### src/rtl/alu_pkg.sv
// Shared types and constants for the ALU result stage.
// Holds the opcode map, the flag/entry records and the buffer occupancy states.
package alu_pkg;

    localparam int ALU_WIDTH = 8;

    localparam logic [2:0] OP_ADD = 3'd0;
    localparam logic [2:0] OP_SUB = 3'd1;
    localparam logic [2:0] OP_OR  = 3'd2;
    localparam logic [2:0] OP_AND = 3'd3;
    localparam logic [2:0] OP_XOR = 3'd4;
    localparam logic [2:0] OP_NOT = 3'd5;
    localparam logic [2:0] OP_SHL = 3'd6;
    localparam logic [2:0] OP_SHR = 3'd7;

    typedef struct packed {
        logic z;
        logic n;
        logic c;
        logic v;
    } alu_flags_t;

    typedef struct packed {
        logic [ALU_WIDTH-1:0] result;
        alu_flags_t           flags;
    } alu_entry_t;

    // Occupancy of the output buffer; the encoding equals the entry count.
    typedef enum logic [1:0] {
        BUF_EMPTY = 2'd0,
        BUF_ONE   = 2'd1,
        BUF_FULL  = 2'd2
    } buf_state_t;

endpackage

### src/rtl/alu_result_fifo2.sv
// Two-entry valid/ready buffer of alu_entry_t records.
// in_ready and out_valid come from registered occupancy only, so there is no
// combinational path from either handshake side to the other.
module alu_result_fifo2
    import alu_pkg::*;
#(
    parameter int DEPTH = 2
) (
    input  logic       clk,
    input  logic       rst_n,
    input  logic       in_valid,
    output logic       in_ready,
    input  alu_entry_t in_entry,
    output logic       out_valid,
    input  logic       out_ready,
    output alu_entry_t out_entry
);

    localparam buf_state_t LAST_STATE = buf_state_t'(2'(DEPTH));

    buf_state_t state;
    buf_state_t state_next;
    logic       wr_ptr;
    logic       rd_ptr;
    alu_entry_t mem [2];
    logic       push;
    logic       pop;

    assign in_ready  = (state != LAST_STATE);
    assign out_valid = (state != BUF_EMPTY);
    assign push      = in_valid && in_ready;
    assign pop       = out_valid && out_ready;
    assign out_entry = mem[rd_ptr];

    // Occupancy next-state: a simultaneous push and pop in ONE keeps the count.
    always_comb begin
        state_next = state;
        case (state)
            BUF_EMPTY: if (push) state_next = BUF_ONE;
            BUF_ONE: begin
                if (push && !pop)      state_next = BUF_FULL;
                else if (pop && !push) state_next = BUF_EMPTY;
            end
            BUF_FULL:  if (pop) state_next = BUF_ONE;
            default:   state_next = BUF_EMPTY;
        endcase
    end

    // Occupancy register; reset drops every buffered entry at once.
    always_ff @(posedge clk or negedge rst_n) begin
        if (!rst_n) state <= BUF_EMPTY;
        else        state <= state_next;
    end

    // Entry storage and 1-bit wrapping pointers; storage is cleared so the
    // head reads zero out of reset.
    always_ff @(posedge clk or negedge rst_n) begin
        if (!rst_n) begin
            wr_ptr <= 1'b0;
            rd_ptr <= 1'b0;
            mem[0] <= '0;
            mem[1] <= '0;
        end else begin
            if (push) begin
                mem[wr_ptr] <= in_entry;
                wr_ptr      <= ~wr_ptr;
            end
            if (pop) rd_ptr <= ~rd_ptr;
        end
    end

endmodule

### src/rtl/alu_result_stage.sv
// ALU result stage: selects one of eight function-unit outputs by opcode,
// derives Z/N/C/V and buffers result+flags in a two-entry output queue.
// Optional feature macro: ALU_OVF_COUNT_EN adds ovf_count, a saturating count
// of popped entries whose V flag is set.
module alu_result_stage
    import alu_pkg::*;
#(
    parameter int WIDTH = ALU_WIDTH,
    parameter int DEPTH = 2
) (
    input  logic               clk,
    input  logic               rst_n,
    input  logic               in_valid,
    output logic               in_ready,
    input  logic [2:0]         op_sel,
    input  logic [8*WIDTH-1:0] mux_in,
    input  logic               carry_in,
    input  logic               ovf_in,
    output logic               out_valid,
    input  logic               out_ready,
    output logic [WIDTH-1:0]   result,
    output logic               flag_z,
    output logic               flag_n,
    output logic               flag_c,
    output logic               flag_v
`ifdef ALU_OVF_COUNT_EN
    ,
    output logic [7:0]         ovf_count
`endif
);

    logic [WIDTH-1:0] sel_val;
    logic             is_arith;
    alu_entry_t       new_entry;
    alu_entry_t       head_entry;

    // Unit select and flag derivation; C/V only carry meaning for add/sub.
    always_comb begin
        sel_val              = mux_in[int'(op_sel)*WIDTH +: WIDTH];
        is_arith             = (op_sel == OP_ADD) || (op_sel == OP_SUB);
        new_entry.result     = sel_val;
        new_entry.flags.z    = (sel_val == '0);
        new_entry.flags.n    = sel_val[WIDTH-1];
        new_entry.flags.c    = is_arith && carry_in;
        new_entry.flags.v    = is_arith && ovf_in;
    end

    alu_result_fifo2 #(
        .DEPTH(DEPTH)
    ) u_fifo (
        .clk      (clk),
        .rst_n    (rst_n),
        .in_valid (in_valid),
        .in_ready (in_ready),
        .in_entry (new_entry),
        .out_valid(out_valid),
        .out_ready(out_ready),
        .out_entry(head_entry)
    );

    assign result = head_entry.result;
    assign flag_z = head_entry.flags.z;
    assign flag_n = head_entry.flags.n;
    assign flag_c = head_entry.flags.c;
    assign flag_v = head_entry.flags.v;

`ifdef ALU_OVF_COUNT_EN
    // Count popped entries with V set, holding at 255.
    always_ff @(posedge clk or negedge rst_n) begin
        if (!rst_n) begin
            ovf_count <= 8'd0;
        end else if (out_valid && out_ready && head_entry.flags.v && (ovf_count != 8'hFF)) begin
            ovf_count <= ovf_count + 8'd1;
        end
    end
`endif

endmodule
### config.mk
export PLATFORM = sky130hd
export DESIGN_NAME = alu_result_stage
export DESIGN_NICKNAME = d
export VERILOG_FILES = /design/src/rtl/alu_pkg.sv /design/src/rtl/alu_result_fifo2.sv /design/src/rtl/alu_result_stage.sv
export SDC_FILE = /design/constraint.sdc
export NUM_CORES = 1
export LEC_CHECK = 0
export ABC_AREA = 1
export CAP_MARGIN = 15
export CORE_AREA = 3 3 84 86
export DETAILED_ROUTE_END_ITERATION = 8
export DIE_AREA = 0 0 87 89
export GPL_TIMING_DRIVEN = 0
export HOLD_SLACK_MARGIN = 0.12
export SLEW_MARGIN = 20
export SYNTH_ARGS = -nofsm -noshare
export SYNTH_HDL_FRONTEND = slang
export SYNTH_SLANG_ARGS = --single-unit
### constraint.sdc
create_clock -name clk -period 3.35 [get_ports clk]
set_input_delay 0.5025 -clock clk [delete_from_list [all_inputs] [get_ports clk]]
set_output_delay 0.5025 -clock clk [all_outputs]
set_load 0.05 [all_outputs]
* Word level (Yosys, flattened, before mapping) *
Index checks and enable logic that the tools add are counted.

word-level totals
  output and inout bits = 14
  register bits after elaboration = 28
  logic and storage cells = 54
  input bits = 73

cells by class
  shift operators = 1
  mux-type cells = 11
  magnitude comparators = 3
  reduce and logical (&&, ||, !) cells = 15
  eq/ne operators = 7
  bitwise gates (word level) = 4

operators with widths
  operator                                                  count
  variable part select 64 x 7 -> 8 bit                      1
  2-to-1 mux 12 bit                                         4
  bitwise mux 24 bit                                        1
  demux 12 bit (select 1 bit)                               1
  zero test 8 bit                                           1
  2-to-1 mux 2 bit                                          4
  logical AND 1 bit                                         7
  one-hot mux 2 bit (3 select lines)                        1
  greater-or-equal comparator 2 bit, second input constant  2
  inequality test 2 x 1 -> 1 bit, second input constant     2
  NOT 1 -> 2 bit                                            2
  == test 3 x 1 -> 1 bit, second input constant             1
  zero test 3 bit                                           1
  inequality test 3 x 1 -> 1 bit, second input constant     1
  AND reduction 3 bit                                       1
  == test 2 x 1 -> 1 bit, second input constant             1
  == test 2 bit, second input constant                      1
  zero test 1 bit                                           2
  zero test 2 bit                                           1
  < comparator 2 x 1 -> 1 bit, second input constant        1
  inequality test 2 bit, second input constant              1
  NOT 1 bit                                                 2
  nonzero test 2 bit                                        1
  logical OR 1 bit                                          1

* Logic depth before layout (Yosys ltp) *
Gate-level depths: netlist of run 1.

  word-level depth = 7
  depth in mapped cells = 11
  depth with buffers taken out = 10

* By module *
A second synthesis of run 1 with hierarchy kept.

unflattened totals
  cell total of the unflattened synthesis = 373
  area total of the unflattened synthesis = 2,180.8 um^2

by module, submodules not included
  module            instances  cells an instance  seq. area each (um^2)  area an instance (um^2)
  alu_result_fifo2  1          170                700.7                  1,343.8
  alu_result_stage  1          203                0.0                    837.1

* Worst setup path before layout of run 1 *
No wires, ideal clock.

  kind = register -> output
  start = reg u_fifo.rd_ptr
  end = out result[7]
  required time = 2,847 ps
  arrival = 1,443 ps
  buffers on the path = 2
  cell stages (with the launch flop) = 6
  setup slack = 1,405 ps
  path through = dfrtp_1 -> inv_1 -> clkbuf_1 -> nand2_1 -> nand2_1 -> buf_4

on the way
  longest elaborated chain between the ends = 4

ends and longest elaborated chain
  element                                                line                    text
  start, declared                                        alu_result_fifo2.sv:24  logic rd_ptr;
  start signal, assigned                                 alu_result_fifo2.sv:68  if (pop) rd_ptr <= ~rd_ptr;
  NOT 1 -> 2 bit (not written as such)                   alu_result_fifo2.sv:33  assign out_entry = mem[rd_ptr];
  2-to-1 mux 12 bit (not written as such) (3 in series)  alu_result_fifo2.sv:33
  end, declared                                          alu_result_stage.sv:21  output logic [WIDTH-1:0] result,

No other way between the ends. The select of a mux whose other input is x is not followed.

* Worst setup path in the final report of run 1 *
Same ends and word-level chain as after synthesis.

==> results of run 1 <==
[report_power, final]
group,internal [mW],leakage [nW],switching [mW]
clock,0.160,0.0357,0.104
combinational,0.352,1.13,0.604
sequential,0.428,0.327,0.0636
total,0.940,1.50,0.772
[placed cells by master (no fill, tap or decap)]
master	count
a21oi_1	5
buf_12	1
buf_2	5
buf_4	3
buf_6	2
buf_8	1
bufinv_16	1
clkbuf_1	6
clkbuf_8	3
clkdlybuf4s50_1	83
dfrtp_1	26
inv_1	40
inv_2	1
nand2_1	156
nand3_1	33
nand3b_1	1
nand4_1	3
nor2_1	6
nor2_2	2
o21ai_0	20
or2_2	2
xor2_1	1
[cells by family (layout without fill, tap and decap cells)]
logic type,Yosys count,count (layout),share of synthesized area [%]
xor gates and xnor gates,1,1,0.465
DFF,26,26,34.5
and+or+nand+nor,203,203,43.7
AOI/OAI and AO/OA,25,25,6.64
buffers and inverters,58,146,14.7
[metal layers]
metal / up-vias / track usage (%) / part of all wire [%]
met5: - / 0 / 0
met4: 0 / 3.12 / 0.55
met3: 4 / 3.50 / 7.0
met2: 61 / 28.9 / 49
met1: 924 / 19.2 / 43
li1: 1127 / - / -
[worst paths after layout]
check / end / from / cells past startpoint
worst max register to register: u_fifo.mem[2] / u_fifo.state[0] / 7
worst min register to register: u_fifo.mem[3] / u_fifo.mem[3] / 2
worst max-delay path: result[7] / u_fifo.rd_ptr / 6
worst min-delay path: u_fifo.mem[13] / rst_n / 1
max in group asynchronous: u_fifo.wr_ptr / rst_n / 1
min in group clk: u_fifo.mem[3] / u_fifo.mem[3] / 2
[flip-flops by register name (all words and copies together) (netlist names)]
| name | cells |
|---|---|
| u_fifo.wr_ptr | 1 |
| u_fifo.rd_ptr | 1 |
| u_fifo.state | 2 |
| u_fifo.mem | 22 |
[worst max-delay path: stages (launching register included)]
cell             delay, ns
dfrtp_1               0.40
inv_1                 0.10
clkbuf_1              0.42
nand2_1               0.10
nand2_1               0.12
buf_4                 0.11
clkdlybuf4s50_1       0.78
[per-stage QoR]
step / std cells / total power [mW] / util [%] / hold slack (ns) / setup WS [ns]
final: 478 / 1.71 / 45.5 / 0.219 / 0.538
after detailed placement: 474 / 1.47 / 44.4 / 0.474 / 0.817
after global placement: 474 / 1.45 / 44.5 / 0.465 / 0.830
after floorplan: 313 / 1.11 / - / 0.207 / 1.40
after global routing: 478 / 1.84 / 45.5 / 0.258 / 0.395
after CTS: 478 / 1.73 / 45.5 / 0.237 / 0.499
[synth_stat cells]
master,number
inv_2,1
nand2_1,156
nand3b_1,1
dfrtp_1,26
o21ai_0,20
nand4_1,3
buf_2,4
clkbuf_1,6
buf_6,2
nor2_2,2
buf_8,1
nor2_1,6
buf_12,1
xor2_1,1
inv_1,40
buf_4,3
nand3_1,33
a21oi_1,5
or2_2,2
[area by class of cell]
type	count	area, um2
multi-input combinational	229	958
fill	680	3460
tap	77	96.3
clock inverter	1	30.0
clock buffer	3	41.3
timing repair buffer	84	836
inverter	41	154
sequential	26	651
buffer	17	123
==> metrics, run 1 <==
max-cap violations 0; RSZ-0062 raised after global routing no; post-synthesis cell count 313; initial antenna violation count 0; grt ovf 0; Synthesis Warnings 0; Synth top area share ~35%; status finished, final reports clean; clock sink count 26; GR Util All Layers 15.9%; IO buf count between 80 and 90; Setup crit start kind flip-flop; Core ar. 6350 um2; Critical Path AT 2.31 ns; final WL 5.60 mm; Die Y slightly below 90 um; Power Density 593 nW/um2; Worst-Margin Slew 0.593 ns; I/O pin total 87; antenna diode count 0; placed cell areas about 2800 um2; vias per cell 4.43; Die X 87 um; synthesized area per cell 6.02 um2; Layout area overhead 53.2%; clock latency on the worst-skew pair 0.27 ns; FMAX between 300 and 400 MHz; detailed-placement wirelength estimate 4.48 mm; final hold violations 0; leakage 1.50 nW; largest net degree at the start of global routing 27; drt pass-1 iters 4; initial DRC count between 100 and 150; routability cong. around 0.77; synthesized netlist net count about 390; Setup TNS 0 ns; cell area after layout 2890 um2; synth top area cells dfrtp_1 (35%), nand2_1 (31%), nand3_1 (8.8%), inv_1 (8.0%), o21ai_0 (5.3%); peak supply drop 0.569 mV; number of buffers created by CTS 3; DIE AREA 7740 um2; CTS tree yes; CTS root buffer clkbuf_8; slew margin rel. 60.4%; Final Skew 0.00278 ns; top fanout value on the critical path 10; first-pass GRT wire length between 9 and 10 mm; FF-to-FF setup slack 1.90 ns; CTS clk-pin slew, worst paths 0.09 ns; #FFs+latches synth 26; CTS max path bufs 2; Required @ worst endpoint 2.85 ns; Max H-tree Level 1; area leader, netlist dfrtp_1; final slew viol count 0; Synth cell types 19; number of gates resized after cts 0; share of layout cells above drive strength 1 5.24%; Final setup viols 0; DRC viols 0; Worst setup EP type primary output; register area share after synthesis 34.5%; # rows 29; Layout Nets 475; crit path time final between 2 and 3 ns; vias in the first global route 2189; Initial Util between 20 and 30%; Post-Syn Area 1890 um2; setup bufs post-CTS 0; DR WL/cell ~12 um; Final ANT Viol Nets 0; worst min path class in -> async; Hold Buf Count CTS 0; fin crit share 83.9%; Vias 2116; Worst Path Class, Setup reg -> out
No activity file was read; power rests on OpenSTA's default activity.
==> run 2: changes to the inputs <==
==> constraint.sdc (replaced) <==
create_clock -name clk -period 2.6 [get_ports clk]
set_input_delay 0.39 -clock clk [delete_from_list [all_inputs] [get_ports clk]]
set_output_delay 0.39 -clock clk [all_outputs]
set_load 0.05 [all_outputs]
==> metrics, run 2 (synthesized netlist as in run 1, its figures left out) <==
status finished, final reports clean; crit path time final roughly 2.4 ns; initial DRC count 95; worst hold slack ~0.10 ns; Core ar. 6350 um2; CP cell instances clkbuf_2 > nand2_1 > nand2_1 > buf_4 > clkdlybuf4s50_1; vias per cell 4.43; placed cells 474; number of buffers created by CTS 3; share of layout cells above drive strength 1 5.75%; CP most frequent cell nand2_1; IO buf count 84; top fanout value on the critical path 10; placed cell areas between 2000 and 3000 um2; DRC viols 0; overall power 2.21 mW; Worst Path Class, Setup reg -> out; Initial Util 29.7%; Vias 2114; Finished Core Util between 40% and 50%; Top reg by flops u_fifo.mem; detailed-placement wirelength estimate 4.48 mm; final hold violations 0; Final ANT Viol Nets 0; Die Y 89 um; setup slack after layout 0.154 ns; Worst-Margin Slew 0.581 ns; Layout Nets around 470; final slew viol count 0; Die X slightly below 90 um; Final setup viols 0; slew margin rel. 61.3%; critical path's slowest cell clkdlybuf4s50_1; FMAX 409 MHz; DR WL/cell 11.7 um; Post-Place Setup Slack ~0.18 ns; worst min path class in -> async; initial antenna violation count 0; max incr delay on CP roughly 0.8 ns; Worst setup EP type primary output; CTS tree yes; CTS clk-pin slew, worst paths ~0.090 ns; # rows 29; clock latency on the worst-skew pair 0.27 ns; Worst Path Buf+Inv 3; drt pass-1 iters 6; Required @ worst endpoint around 2.2 ns; antenna diode count 0; CTS max path bufs 2; grt ovf 0; first-pass GRT wire length 9.88 mm; RSZ-0062 raised after global routing no; Layout area overhead 53.3%; CTS root buffer clkbuf_8; leakage 1.49 nW; CP top delay family buffers and inverters; fin crit share between 90% and 100%; number of flip-flops in the largest register 22; Fill cells 683; most frequent cells in the layout nand2_1 (156), clkdlybuf4s50_1 (83), inv_1 (39), nand3_1 (33), dfrtp_1 (26); clock sink count 26; DIE AREA 7740 um2; Setup crit start kind flip-flop; top flop regs u_fifo.mem (22), u_fifo.state (2); leading cell type in the layout, fill and taps excluded nand2_1; peak supply drop ~0.73 mV; Final Skew 0.00318 ns; max-cap violations 0; largest net degree at the start of global routing 27; Max H-tree Level 1; Setup TNS 0 ns; vias in the first global route 2167; Power Density 764 nW/um2; cell area after layout a little under 3000 um2; Non-Filler Instances 477; I/O pin total 87; Critical Path AT 2.06 ns; GR Util All Layers ~16%; routability cong. 0.765; final WL roughly 5.6 mm
==> run 2: cell count changes in the layout (fill, tap and decap cells not counted) <==
cell	before	now
clkinvlp_4	0	1
clkbuf_2	0	1
clkbuf_1	6	4
inv_1	40	39
==> run 2: layout make-up <==
cell class | count | area, um2 | area share, %
plain buffers | 16 | 120 | 4.16
clock buffers | 3 | 41.3 | 1.43
clock inverters | 1 | 30.0 | 1.04
inverters | 41 | 158 | 5.45
multi-input cells | 229 | 958 | 33.2
flip-flops and latches | 26 | 651 | 22.5
well taps | 77 | 96.3 | 3.33
repair buffers | 84 | 836 | 28.9
==> run 2: per-layer routing <==
metal | vias to the layer above | track usage (%) | part of all wire [%]
li1 | 1122 | - | -
met1 | 921 | 19.7 | 43
met2 | 67 | 28.3 | 49
met3 | 4 | 3.50 | 7.5
met4 | 0 | 3.12 | 0.56
met5 | - | 0 | 0
==> run 2: repair_timing <==
item / 4_1_cts / 5_1_grt
endpoints found under the setup margin: 10 / 6
pin swaps: 0 / 0
buffers inserted: 0 / 0
gates resized for setup: 0 / 3
hold buffers: 0 / 0
==> run 2: path summary, 6_finish.rpt <==
kind / from / slack, ns / depth (start not counted) / end
hold reg to reg: u_fifo.mem[3] / 0.49 / 2 / u_fifo.mem[3]
setup / recovery: u_fifo.rd_ptr / 0.15 / 5 / result[7]
max in group asynchronous: rst_n / 2.12 / 1 / u_fifo.wr_ptr
setup reg to reg: u_fifo.state[0] / 1.16 / 7 / u_fifo.mem[2]
hold / removal: rst_n / 0.10 / 1 / u_fifo.rd_ptr
min in group clk: u_fifo.mem[3] / 0.49 / 2 / u_fifo.mem[3]
==> run 2: power by group <==
part           internal [mW]  switching, mW
registers              0.552         0.0874
clock network          0.206          0.133
logic                  0.454          0.777
total                   1.21          0.997
==> run 3: changes to the inputs <==
--- a/config.mk
+++ b/config.mk
@@ -12,6 +12,7 @@
 export DIE_AREA = 0 0 87 89
 export GPL_TIMING_DRIVEN = 0
 export HOLD_SLACK_MARGIN = 0.12
+export PLACE_DENSITY = 0.67
 export SLEW_MARGIN = 20
 export SYNTH_ARGS = -nofsm -noshare
 export SYNTH_HDL_FRONTEND = slang
==> metrics, run 3 (synthesized netlist as in run 1, its figures left out) <==
max incr delay on CP 0.78 ns; Worst-Margin Slew 0.590 ns; Critical Path AT slightly above 2 ns; CP most frequent cell nand2_1; Non-Filler Instances 477; Hold Buf Count CTS 0; drt pass-1 iters 4; critical path's slowest cell clkdlybuf4s50_1; Core ar. 6350 um2; Top reg by flops u_fifo.mem; Finished Core Util 45.2%; routability cong. 0.799; share of layout cells above drive strength 1 5.50%; clock latency on the worst-skew pair 0.27 ns; CTS clk-pin slew, worst paths 0.09 ns; IO buf count 84; Final setup viols 0; Flop pwr share 29.8%; Max H-tree Level 1; vias per cell ~4.4; sw power around 0.99 mW; Layout area overhead 52.2%; Final ANT Viol Nets 0; FF-to-FF Start u_fifo.state[0]; Worst setup EP type primary output; initial DRC count 82; Vias about 2100; Power Internal 1.14 mW; FF-to-FF setup slack 1.15 ns; # rows 29; first-pass GRT wire length 9.49 mm; CP cell instances inv_1 > nand2_1 > nand2_1 > buf_4 > clkdlybuf4s50_1; Final Skew 0.00713 ns; leakage ~1.5 nW; GR Util All Layers between 15 and 20%; Setup TNS 0 ns; slew margin rel. about three fifths; DR WL/cell approximately 12 um; Layout Nets about 470; cell area after layout 2870 um2; CTS max path bufs 2; Logic pwr share between 50% and 60%; peak supply drop about 0.6 mV; Required @ worst endpoint 2.21 ns; final WL 5.65 mm; Fill cells between 600 and 700; grt ovf 0; leading cell type in the layout, fill and taps excluded nand2_1; worst min path class in -> async; number of buffers created by CTS 3; top flop regs u_fifo.mem (22), u_fifo.state (2); Power Density roughly 740 nW/um2; CTS root buffer clkbuf_8; final slew viol count 0; r2r endpoint u_fifo.mem[7]; FMAX 408 MHz; max-cap violations 0; final hold violations 0; clock sink count 26; fin crit share 94.3%; Sw Share between 40 and 50%; placed cell areas 2820 um2; RSZ-0062 raised after global routing no; largest net degree at the start of global routing 27; Setup crit start kind flip-flop; crit path time final 2.45 ns; number of flip-flops in the largest register 22; DRC viols 0; Worst Path Class, Setup reg -> out; antenna diode count 0; detailed-placement wirelength estimate 4.56 mm; most frequent cells in the layout nand2_1 (156), clkdlybuf4s50_1 (83), inv_1 (40), nand3_1 (33), dfrtp_1 (26); initial antenna violation count 0; vias in the first global route ~2200; DIE AREA 7740 um2; Die X approximately 87 um; R2R cell count 7; clock share of power 12.2%; Die Y 89 um; placed cells about 470; CTS tree yes; I/O pin total 87; status finished, final reports clean; Initial Util 29.7%; top fanout value on the critical path 12
[run 3: cell count changes in the layout (fill, tap and decap cells not counted), sizes merged]
cell | before | now
bufinv | 1 | 0
clkbuf | 8 | 9
clkinvlp | 1 | 0
inv | 40 | 41
[run 3: critical path: cells and delay by family, from the launching register on]
family	cells	cell delay, ns
buf+inv	3	1.21
flops	1	0.40
simple gates	2	0.19
[run 3: per-stage QoR]
step | hold WS (ns) | total power [mW] | setup WS (ns)
final | 0.114 | 2.12 | 0.147
after global routing | 0.166 | 2.28 | 0.00622
after CTS | 0.134 | 2.15 | 0.00491
after detailed placement | 0.427 | 1.89 | 0.218
after global placement | 0.466 | 1.87 | 0.235
after floorplan | 0.0944 | 1.43 | 0.767
[run 3: routing by layer]
layer  global-route usage, %  part of all wire [%]  vias up
met3                    2.76                   6.4        2
met1                    19.0                    44      924
met5                       0                     0        -
met2                    26.8                    49       61
li1                        -                     -     1123
met4                    3.68                  0.32        0
[run 3: timing repair]
action                     in CTS  in global routing
buffers inserted                0                  0
resized for setup               0                  2
pin swaps                       0                  0
setup endpoints to repair       1                  1
[run 3: layout make-up]
cell class / instances / area [um2] / share of cell area, %
Multi-Input combinational cell: 229 / 958 / 33.4
Tap cell: 77 / 96.3 / 3.36
Inverter: 41 / 154 / 5.36
Timing Repair Buffer: 84 / 836 / 29.1
Sequential cell: 26 / 651 / 22.7
Clock buffer: 4 / 55.1 / 1.92
Buffer: 16 / 120 / 4.18
[run 3: worst max-delay path by stage]
stage,from,to,slack (ns),cells past startpoint
2_1_floorplan,u_fifo.rd_ptr,result[7],0.77,5
3_3_place_gp,u_fifo.rd_ptr,result[7],0.24,6
3_5_place_dp,u_fifo.rd_ptr,result[7],0.22,6
4_1_cts,u_fifo.rd_ptr,result[7],0.005,5
5_1_grt,u_fifo.rd_ptr,result[7],0.006,5
6_report,u_fifo.rd_ptr,result[7],0.15,5
[run 3: power by group through the flow]
stage	logic, mW	clock network, mW	registers (mW)
2_1_floorplan	0.807	0	0.621
3_3_place_gp	1.24	0	0.634
3_5_place_dp	1.25	0	0.641
4_1_cts	1.25	0.265	0.633
5_1_grt	1.35	0.284	0.654
6_report	1.23	0.258	0.634
